**src/rtl/sort_engine_arbiter_pkg.sv**
```systemverilog
// sort_arb_pkg: shared types and helpers for the sort engine arbiter.
//   arb_state_t  - scheduler FSM states
//   tag_t        - one tag pipeline stage {valid, owner id}
//   clog2_min1   - $clog2 clamped to at least one bit
// The tag id is sized for the largest supported requester count (16), so one
// tag_t serves every legal NUM_REQ; narrower ids are zero-extended.
package sort_arb_pkg;

    typedef enum logic [1:0] {
        RUN,
        HOLD,
        DRAIN,
        IDLE
    } arb_state_t;

    function automatic int clog2_min1(input int n);
        return (n <= 2) ? 1 : $clog2(n);
    endfunction

    localparam int MAX_REQ = 16;
    localparam int ID_W    = clog2_min1(MAX_REQ);

    typedef struct packed {
        logic            valid;
        logic [ID_W-1:0] id;
    } tag_t;

endpackage

```
**src/rtl/sort_engine_arbiter_if.sv**
```systemverilog
// sort_engine_arbiter_if: requester and engine buses of the sort engine arbiter.
//   req_valid/req_seq/req_ready - per-requester vector handshake
//   res_valid/res_seq           - one-hot result strobe, broadcast result vector
//   eng_*                       - issue and return ports of the shared engine
// Modport slave is the arbiter; modport master is the surrounding system.
interface sort_engine_arbiter_if #(
    parameter int NUM_REQ = 4,
    parameter int DEPTH   = 8,
    parameter int WIDTH   = 32
);
    localparam int SEQ_W = DEPTH * WIDTH;

    logic [NUM_REQ-1:0]            req_valid;
    logic [NUM_REQ-1:0][SEQ_W-1:0] req_seq;
    logic [NUM_REQ-1:0]            req_ready;
    logic [NUM_REQ-1:0]            res_valid;
    logic [SEQ_W-1:0]              res_seq;
    logic                          eng_valid_in;
    logic [SEQ_W-1:0]              eng_seq_in;
    logic                          eng_valid_out;
    logic [SEQ_W-1:0]              eng_seq_out;

    modport slave (
        input  req_valid, req_seq, eng_valid_out, eng_seq_out,
        output req_ready, res_valid, res_seq, eng_valid_in, eng_seq_in
    );

    modport master (
        output req_valid, req_seq, eng_valid_out, eng_seq_out,
        input  req_ready, res_valid, res_seq, eng_valid_in, eng_seq_in
    );
endinterface

```
**src/rtl/sort_engine_arbiter_rr_arbiter.sv**
```systemverilog
// rr_arbiter: purely combinational round-robin grant.
//   req        in  N   request vector
//   ptr        in  PW  last granted index; search starts at ptr+1
//   grant      out N   one-hot grant or zero
//   grant_id   out PW  index of the granted requester (ptr when none)
//   grant_any  out 1   some requester was granted
//   next_ptr   out PW  pointer value to load if the grant is taken
module rr_arbiter
    import sort_arb_pkg::*;
#(
    parameter int N  = 4,
    parameter int PW = clog2_min1(N)
) (
    input  logic [N-1:0]  req,
    input  logic [PW-1:0] ptr,
    output logic [N-1:0]  grant,
    output logic [PW-1:0] grant_id,
    output logic          grant_any,
    output logic [PW-1:0] next_ptr
);
    logic [PW-1:0] idx;

    // NOTE: every output of a combinational block gets a default first, so no
    // path through the block leaves a value unassigned and infers a latch.
    always_comb begin
        grant     = '0;
        grant_id  = ptr;
        grant_any = 1'b0;
        idx       = '0;
        // Walk ptr+1, ptr+2, ... wrapping; the first requester found wins.
        for (int i = 1; i <= N; i++) begin
            idx = PW'((int'(ptr) + i) % N);
            if (!grant_any && req[idx]) begin
                grant_any  = 1'b1;
                grant[idx] = 1'b1;
                grant_id   = idx;
            end
        end
        next_ptr = grant_any ? grant_id : ptr;
    end
endmodule

```
**src/rtl/sort_engine_arbiter.sv**
```systemverilog
// sort_engine_arbiter: round-robin scheduler sharing one pipelined sort engine
// among NUM_REQ requesters, with a tag pipeline that routes each result home.
//   clk, rst     - clock; asynchronous active-high reset
//   bus (slave)  - requester handshakes, result strobe, engine issue/return
//   pause        - stop issuing while high; in-flight work completes
//   drain        - pulse: stop issuing until empty, then go IDLE
//   busy         - some vector is in flight
//   tag_err      - sticky: engine valid_out disagreed with the tag pipeline
//   job_count    - per-requester saturating issue counters (only with
//                  SORT_ARB_STATS_EN defined)
module sort_engine_arbiter
    import sort_arb_pkg::*;
#(
    parameter int NUM_REQ    = 4,
    parameter int DEPTH      = 8,
    parameter int WIDTH      = 32,
    parameter int ENGINE_LAT = 10
) (
    input  logic                 clk,
    input  logic                 rst,
    sort_engine_arbiter_if.slave bus,
    input  logic                 pause,
    input  logic                 drain,
    output logic                 busy,
    output logic                 tag_err
`ifdef SORT_ARB_STATS_EN
    ,
    output logic [NUM_REQ-1:0][15:0] job_count
`endif
);
    localparam int REQ_ID_W = clog2_min1(NUM_REQ);
    localparam int CNT_W    = $clog2(ENGINE_LAT + 1);
    localparam int SEQ_W    = DEPTH * WIDTH;

    arb_state_t state_q, state_d;

    logic [REQ_ID_W-1:0] rr_ptr_q, rr_ptr_d, grant_id, next_ptr;
    logic [NUM_REQ-1:0]  grant, req_ready;
    logic                grant_any, handshake;

    logic                eng_valid_in_q, eng_valid_in_d;
    logic [SEQ_W-1:0]    eng_seq_in_q, eng_seq_in_d;
    logic [REQ_ID_W-1:0] issue_id_q, issue_id_d;
    tag_t                tag_q [ENGINE_LAT];
    tag_t                tag_d [ENGINE_LAT];
    tag_t                tail;
    logic                deliver;
    logic [NUM_REQ-1:0]  res_valid_q, res_valid_d;
    logic [SEQ_W-1:0]    res_seq_q, res_seq_d;
    logic                tag_err_q, tag_err_d;
    logic [CNT_W-1:0]    cnt_q, cnt_d;

    rr_arbiter #(.N(NUM_REQ), .PW(REQ_ID_W)) u_rr (
        .req       (bus.req_valid),
        .ptr       (rr_ptr_q),
        .grant     (grant),
        .grant_id  (grant_id),
        .grant_any (grant_any),
        .next_ptr  (next_ptr)
    );

    // ---------------- FSM: state register ----------------
    // NOTE: sequential state uses non-blocking assignments so every flop
    // samples pre-edge values regardless of block evaluation order.
    always_ff @(posedge clk or posedge rst) begin
        if (rst) state_q <= RUN;
        else     state_q <= state_d;
    end

    // ---------------- FSM: next state ----------------
    always_comb begin
        state_d = state_q;
        unique case (state_q)
            RUN:   if (drain) state_d = DRAIN; else if (pause)  state_d = HOLD;
            HOLD:  if (drain) state_d = DRAIN; else if (!pause) state_d = RUN;
            // The vector in the issue register is not yet counted, so wait for it too.
            DRAIN: if (cnt_q == '0 && !eng_valid_in_q) state_d = IDLE;
            IDLE:  if (!pause && !drain) state_d = RUN;
            default: state_d = RUN;
        endcase
    end

    // ---------------- FSM: outputs ----------------
    // Grants are masked while rst is high so no requester believes a vector was
    // taken while the issue flops are held in reset.
    always_comb begin
        req_ready = (state_q == RUN && grant_any && !rst) ? grant : '0;
        handshake = |(bus.req_valid & req_ready);
    end

    // ---------------- Datapath next-state ----------------
    assign tail    = tag_q[ENGINE_LAT-1];
    assign deliver = bus.eng_valid_out && tail.valid;

    always_comb begin
        rr_ptr_d       = handshake ? next_ptr : rr_ptr_q;
        eng_valid_in_d = handshake;
        eng_seq_in_d   = handshake ? bus.req_seq[grant_id] : eng_seq_in_q;
        issue_id_d     = handshake ? grant_id : issue_id_q;

        // Tags enter as the vector is sampled by the engine, so the tail lines
        // up with engine valid_out ENGINE_LAT cycles later.
        tag_d[0] = '{valid: eng_valid_in_q, id: ID_W'(issue_id_q)};
        for (int i = 1; i < ENGINE_LAT; i++) tag_d[i] = tag_q[i-1];

        res_valid_d = deliver ? (NUM_REQ'(1) << tail.id) : '0;
        res_seq_d   = deliver ? bus.eng_seq_out : res_seq_q;
        tag_err_d   = tag_err_q | (bus.eng_valid_out != tail.valid);

        // Retire follows the tag pipeline even when the engine dropped the
        // result, so a lost valid_out cannot leave the counter stuck.
        unique case ({eng_valid_in_q, tail.valid})
            2'b10:   cnt_d = cnt_q + CNT_W'(1);
            2'b01:   cnt_d = cnt_q - CNT_W'(1);
            default: cnt_d = cnt_q;
        endcase
    end

    // NOTE: every flop here is reset, including the vector registers: stale tag
    // valids would misroute results, and the data outputs must read zero after reset.
    always_ff @(posedge clk or posedge rst) begin
        if (rst) begin
            rr_ptr_q       <= REQ_ID_W'(NUM_REQ - 1);
            eng_valid_in_q <= 1'b0;
            eng_seq_in_q   <= '0;
            issue_id_q     <= '0;
            for (int i = 0; i < ENGINE_LAT; i++) tag_q[i] <= '0;
            res_valid_q    <= '0;
            res_seq_q      <= '0;
            tag_err_q      <= 1'b0;
            cnt_q          <= '0;
        end else begin
            rr_ptr_q       <= rr_ptr_d;
            eng_valid_in_q <= eng_valid_in_d;
            eng_seq_in_q   <= eng_seq_in_d;
            issue_id_q     <= issue_id_d;
            for (int i = 0; i < ENGINE_LAT; i++) tag_q[i] <= tag_d[i];
            res_valid_q    <= res_valid_d;
            res_seq_q      <= res_seq_d;
            tag_err_q      <= tag_err_d;
            cnt_q          <= cnt_d;
        end
    end

    assign bus.req_ready    = req_ready;
    assign bus.eng_valid_in = eng_valid_in_q;
    assign bus.eng_seq_in   = eng_seq_in_q;
    assign bus.res_valid    = res_valid_q;
    assign bus.res_seq      = res_seq_q;
    assign busy             = (cnt_q != '0);
    assign tag_err          = tag_err_q;

`ifdef SORT_ARB_STATS_EN
    logic [NUM_REQ-1:0][15:0] job_cnt_q, job_cnt_d;

    always_comb begin
        job_cnt_d = job_cnt_q;
        for (int i = 0; i < NUM_REQ; i++) begin
            if (req_ready[i] && bus.req_valid[i] && job_cnt_q[i] != 16'hFFFF)
                job_cnt_d[i] = job_cnt_q[i] + 16'd1;
        end
    end

    always_ff @(posedge clk or posedge rst) begin
        if (rst) job_cnt_q <= '0;
        else     job_cnt_q <= job_cnt_d;
    end

    assign job_count = job_cnt_q;
`endif
endmodule
```
**src/flat_wrapper.sv**
```systemverilog
// flat-port wrapper written by rule: the top's interface ports become plain ports
module sort_engine_arbiter_flat import sort_arb_pkg::*;
#(
    parameter int NUM_REQ    = 4,
    parameter int DEPTH      = 8,
    parameter int WIDTH      = 32,
    parameter int ENGINE_LAT = 10
)
  (clk, rst, pause, drain, busy, tag_err, bus_req_valid, bus_req_seq, bus_eng_valid_out, bus_eng_seq_out, bus_req_ready, bus_res_valid, bus_res_seq, bus_eng_valid_in, bus_eng_seq_in);
  sort_engine_arbiter_if #(.NUM_REQ(NUM_REQ), .DEPTH(DEPTH), .WIDTH(WIDTH)) bus_i ();
  input  logic clk;
  input  logic rst;
  input  logic pause;
  input  logic drain;
  output logic busy;
  output logic tag_err;
  input wire logic [$bits(bus_i.req_valid)-1:0] bus_req_valid;
  input wire logic [$bits(bus_i.req_seq)-1:0] bus_req_seq;
  input wire logic [$bits(bus_i.eng_valid_out)-1:0] bus_eng_valid_out;
  input wire logic [$bits(bus_i.eng_seq_out)-1:0] bus_eng_seq_out;
  output wire logic [$bits(bus_i.req_ready)-1:0] bus_req_ready;
  output wire logic [$bits(bus_i.res_valid)-1:0] bus_res_valid;
  output wire logic [$bits(bus_i.res_seq)-1:0] bus_res_seq;
  output wire logic [$bits(bus_i.eng_valid_in)-1:0] bus_eng_valid_in;
  output wire logic [$bits(bus_i.eng_seq_in)-1:0] bus_eng_seq_in;
  assign bus_i.req_valid = bus_req_valid;
  assign bus_i.req_seq = bus_req_seq;
  assign bus_i.eng_valid_out = bus_eng_valid_out;
  assign bus_i.eng_seq_out = bus_eng_seq_out;
  assign bus_req_ready = bus_i.req_ready;
  assign bus_res_valid = bus_i.res_valid;
  assign bus_res_seq = bus_i.res_seq;
  assign bus_eng_valid_in = bus_i.eng_valid_in;
  assign bus_eng_seq_in = bus_i.eng_seq_in;
  sort_engine_arbiter #(.NUM_REQ(NUM_REQ), .DEPTH(DEPTH), .WIDTH(WIDTH), .ENGINE_LAT(ENGINE_LAT)) u_core (.clk(clk), .rst(rst), .bus(bus_i), .pause(pause), .drain(drain), .busy(busy), .tag_err(tag_err));
endmodule
```
**config.mk**
```make
export PLATFORM = sky130hd
export DESIGN_NAME = sort_engine_arbiter_flat
export DESIGN_NICKNAME = d
export VERILOG_FILES = /design/src/rtl/sort_engine_arbiter_pkg.sv /design/src/rtl/sort_engine_arbiter_if.sv /design/src/rtl/sort_engine_arbiter_rr_arbiter.sv /design/src/rtl/sort_engine_arbiter.sv /design/src/flat_wrapper.sv
export SDC_FILE = /design/constraint.sdc
export NUM_CORES = 2
export LEC_CHECK = 0
export ABC_AREA = 1
export CAP_MARGIN = 30
export CORE_AREA = 2 2 707 709
export CTS_CLUSTER_SIZE = 10
export DETAILED_ROUTE_END_ITERATION = 16
export DIE_AREA = 0 0 709 711
export GPL_ROUTABILITY_DRIVEN = 0
export GPL_TIMING_DRIVEN = 0
export PLACE_DENSITY = 0.3
export SLEW_MARGIN = 10
export SYNTH_ARGS = -nofsm -noshare
export SYNTH_HDL_FRONTEND = slang
export SYNTH_HIERARCHICAL = 1
export SYNTH_SLANG_ARGS = --single-unit
```
**constraint.sdc**
```tcl
create_clock -name clk -period 37.6 [get_ports clk]
set_input_delay 5.64 -clock clk [delete_from_list [all_inputs] [get_ports clk]]
set_output_delay 5.64 -clock clk [all_outputs]
set_load 0.01 [all_outputs]
```
==> impl.org <==
** Status
- Outcome :: finished clean

** Floorplan
- Std-Cell Core Area :: 496100 um2
- The initial utilization of the core area, before any placement, comes to 0.05673.
- The die covers 504100 um2.
- Std cell rows :: 259
- In this run the count of I/O pins placed on the die edge is 1812.
- Width of the die :: 709 um
- Die H :: 711 um

** CTS
- Clock tree synthesis found a total of 558 sinks.
- Counting along the longest clock path gives a buffer depth of 4.
- Setup repair bufs after CTS :: 0
- Clock-pin slew was measured on the worst setup and hold paths at 0.06 ns.
- TritonCTS built the clock tree.
- After clock tree synthesis, the repair step resized 0 gates.
- The clock tree synthesis step divided the H-tree into 3 levels.
- Clock tree synthesis selected as its root buffer the cell clkbuf_16.
- Clock buffer count from CTS :: 95
- After clock tree synthesis, the flow added hold-fix buffers numbering 0.
- Latest clock arrival within the worst-skew pair :: 0.86 ns

** Timing
- Across all setup checks in the final design, the least slack found is 24.06 ns.
- After routing, the total negative slack on setup checks comes to 0 ns.
- Setup repair after global routing left no endpoint under its margin.
- For the final database, setup skew stands at 0.07588 ns.
- Subtracting the final worst setup slack from the clock period gives 13.54 ns.
- In the finished design, the share of the clock period the worst path needs comes to 0.3600.
- Maximum frequency from static timing analysis :: 73.87 MHz
- Max-slew violation count :: 0
- Final hold violation count :: 0
- At the pin with the least slew margin, the transition time is 1.233 ns.
- Headroom to the max-slew limit came out at 0.1695.
- Hold Worst Slack :: 0.3449 ns
- Setup violations remaining at the end of the flow were counted as 0.

** Critical path
- The worst setup path is of the input pin to output port kind.
- The worst setup path is launched from an input pin.
- Data arrives at the worst endpoint at 7.90 ns.
- Setup crit end kind :: output port
- Largest driver fanout on the critical path :: 6
- At the worst endpoint, the required time is 31.96 ns.

** Power and ir drop
- Total power for the finished layout comes to 0.006834 W.
- Summed over all cells, the static leakage comes to 23.57 nW.
- For this design the ratio of total power to cell area is 116.4 nW/um2.
- VDD sags by at most 0.06352 mV.

** Route
- Total routed wirelength :: 424200 um
- Post-detailed-route wirelength per cell :: 33.65 um
- The first detailed-routing pass took 5 iterations.
- Using the TritonRoute via totals, the vias-per-cell ratio works out to 3.038.
- Residual antenna-violating net count after detailed routing :: 0
- DRC viols :: 0
- Violation count after the first detailed-routing iteration :: 3110
- Via Count :: 38296

** Global route
- Number of antenna violations at the first check in global routing :: 317
- The number of global-route vias before repair came to 37939.
- First-pass GRT wire length :: 508700 um
- For this run, the total global-route usage over all layers was measured as 0.1616.
- Global route overflow :: 0
- Entering global routing, the biggest net connects 92 pins.

** Layout
- Footprint of the flip-flops and latches :: 13970 um2
- Of the cells placed in the final design, the portion with a size suffix greater than 1 is 0.06262.
- In the final design database the tool counted 7089 nets.
- Area Growth Syn to Fin :: 108.6%
- Post-layout instance area :: 58720 um2
- Count of fill cells added during filler insertion :: 57485
- In the final layout, the multi-input gates occupy 12680 um2.

** Yosys
- Of the post-synthesis cell area, the dominant cell type holds 0.4943.
- Synthesis instantiated 29 different standard cells from the library.
- Synthesized instance count :: 3831
- The Yosys step of the flow raised 6 warnings.
- Counting flops and latches in the post-synthesis netlist gives 558.
- Mean area per synthesized cell :: 7.347 um2
- Syn nets :: 5132
- Synth top area cells :: dfrtp_1 49%, nand2_1 21%, o21ai_0 9.2%
- The cell area that synthesis handed to floorplanning was 28150 um2.
- dfrtp_1 takes more of the synthesized area than any other cell.
- Sequential cell area fraction in the yosys report :: 0.4962

** Placed design
- The count of buffers added on input and output ports is 1811.
- Summed over all nets, the half-perimeter wirelength after detailed placement is 377100 um.
- OpenSTA, run right after detailed placement, puts the worst setup slack at 24.08 ns.
- Placed Instance Area :: 55220 um2

** Job
- Across the run, the number of max-cap violations was 0.

** Worst hold path
- HP Class :: register to register
## path summary, 6_finish.rpt
kind                                    start                        end  slack [ns]  depth (start not counted)
max                          bus_req_valid[1]           bus_req_ready[0]       24.06                         10
min                          u_core/tag_d[44]           u_core/tag_d[39]        0.34                          0
max reg2reg                u_core/rr_ptr_q[0]  u_core/bus.eng_seq_in[82]       32.17                         17
min reg2reg                  u_core/tag_d[44]           u_core/tag_d[39]        0.34                          0
max in group asynchronous                 rst      u_core/bus.res_seq[2]       30.39                          5
min in group asynchronous                 rst          u_core/state_q[0]        5.28                          2
## Yosys cell counts
cell,number
nand3b_1,1
nor2_1,522
ha_1,12
xnor2_1,3
inv_1,25
a21oi_1,7
nand2_4,3
nand4_1,9
nor2_4,4
nand3_2,1
o21ai_0,517
or2_2,2
buf_1,9
inv_2,4
buf_4,56
dfrtp_1,556
nand2_2,3
o22ai_1,256
nor2_2,1
nand2_1,1592
buf_2,71
nor3_1,4
a21boi_0,4
inv_4,2
buf_6,4
dfstp_2,2
clkbuf_1,142
o211ai_1,1
nand3_1,18
## cell type report
type	count	share of cell area
diodes	91	0.003878
plain buffers	282	0.02382
clock buffers	129	0.04556
clock inverters	41	0.01006
inverters	31	0.002195
multi-input cells	2960	0.2160
flip-flops and latches	558	0.2379
well taps	6655	0.1418
repair buffers	1860	0.3189
## logic make-up after synthesis
family / synth area share
adder cells (fa/ha/maj): 0.005334
flip-flops: 0.4962
AO/OA/AOI/OAI: 0.1514
AND/OR/NAND/NOR: 0.2926
XOR/XNOR: 0.0009336
buffers and inverters: 0.05361
## metal layers
metal	global-route usage	share of wire	vias up
li1	-	-	16488
met1	0.1735	0.36	18645
met2	0.2916	0.50	2349
met3	0.05671	0.091	684
met4	0.05537	0.040	130
met5	0	0.0019	-
## critical path: stages
cell             delay, ns
clkdlybuf4s50_1       0.57
nand2_1               0.10
nand3_1               0.09
nand2_1               0.17
nand4_1               0.17
inv_1                 0.06
nor2_2                0.17
nand2_1               0.14
nor2_1                0.13
clkdlybuf4s50_1       0.64
## sequential cells by signal, summed over array words and instances (netlist names)
name and count:
u_core/bus.eng_seq_in 256, u_core/bus.res_seq 256, u_core/tag_d 27, u_core/bus.res_valid 4
u_core/cnt_q 4, u_core/tag_q 3, u_core/issue_id_q 2, u_core/rr_ptr_q 2
u_core/state_q 2, u_core/bus.eng_valid_in 1, u_core/tag_err 1
## layout by cell type, fill, tap and decap left out, types with 3 or more instances in the layout
cell and count:
buf_4 73, o21ai_1 7, clkbuf_8 17, nand2_4 3, nor3_1 4, ha_1 12, nor2_4 4, buf_12 3
nand4_1 9, dfrtp_1 556, bufinv_16 12, buf_1 9, inv_2 4, diode_2 91, nand3_1 18, inv_6 3
buf_6 11, clkbuf_2 9, clkbuf_1 150, buf_2 80, clkbuf_16 95, o22ai_1 256, clkdlybuf4s50_1 1811, inv_1 24
nor2_1 521, a21boi_0 4, nand2_2 3, buf_16 7, o21ai_0 509, buf_8 6, a21oi_1 7, clkinvlp_4 6
clkinv_2 15, nand2_1 1592, xnor2_1 3
## power breakdown
| group | switching [W] | total [W] | internal (W) |
|---|---|---|---|
| sequential | 0.000207 | 0.00110 | 0.000889 |
| combinational | 0.00337 | 0.00476 | 0.00140 |
| clock | 0.000396 | 0.000976 | 0.000581 |
| total | 0.00397 | 0.00683 | 0.00287 |
## stage by stage
step / util / cells
6_report: 0.1183 / 12607
3_5_place_dp: 0.1113 / 12346
3_3_place_gp: 0.1101 / 12297
4_1_cts: 0.1179 / 12516
2_1_floorplan: - / 3831
5_1_grt: 0.1181 / 12564
(Power assumes the default switching activity.)
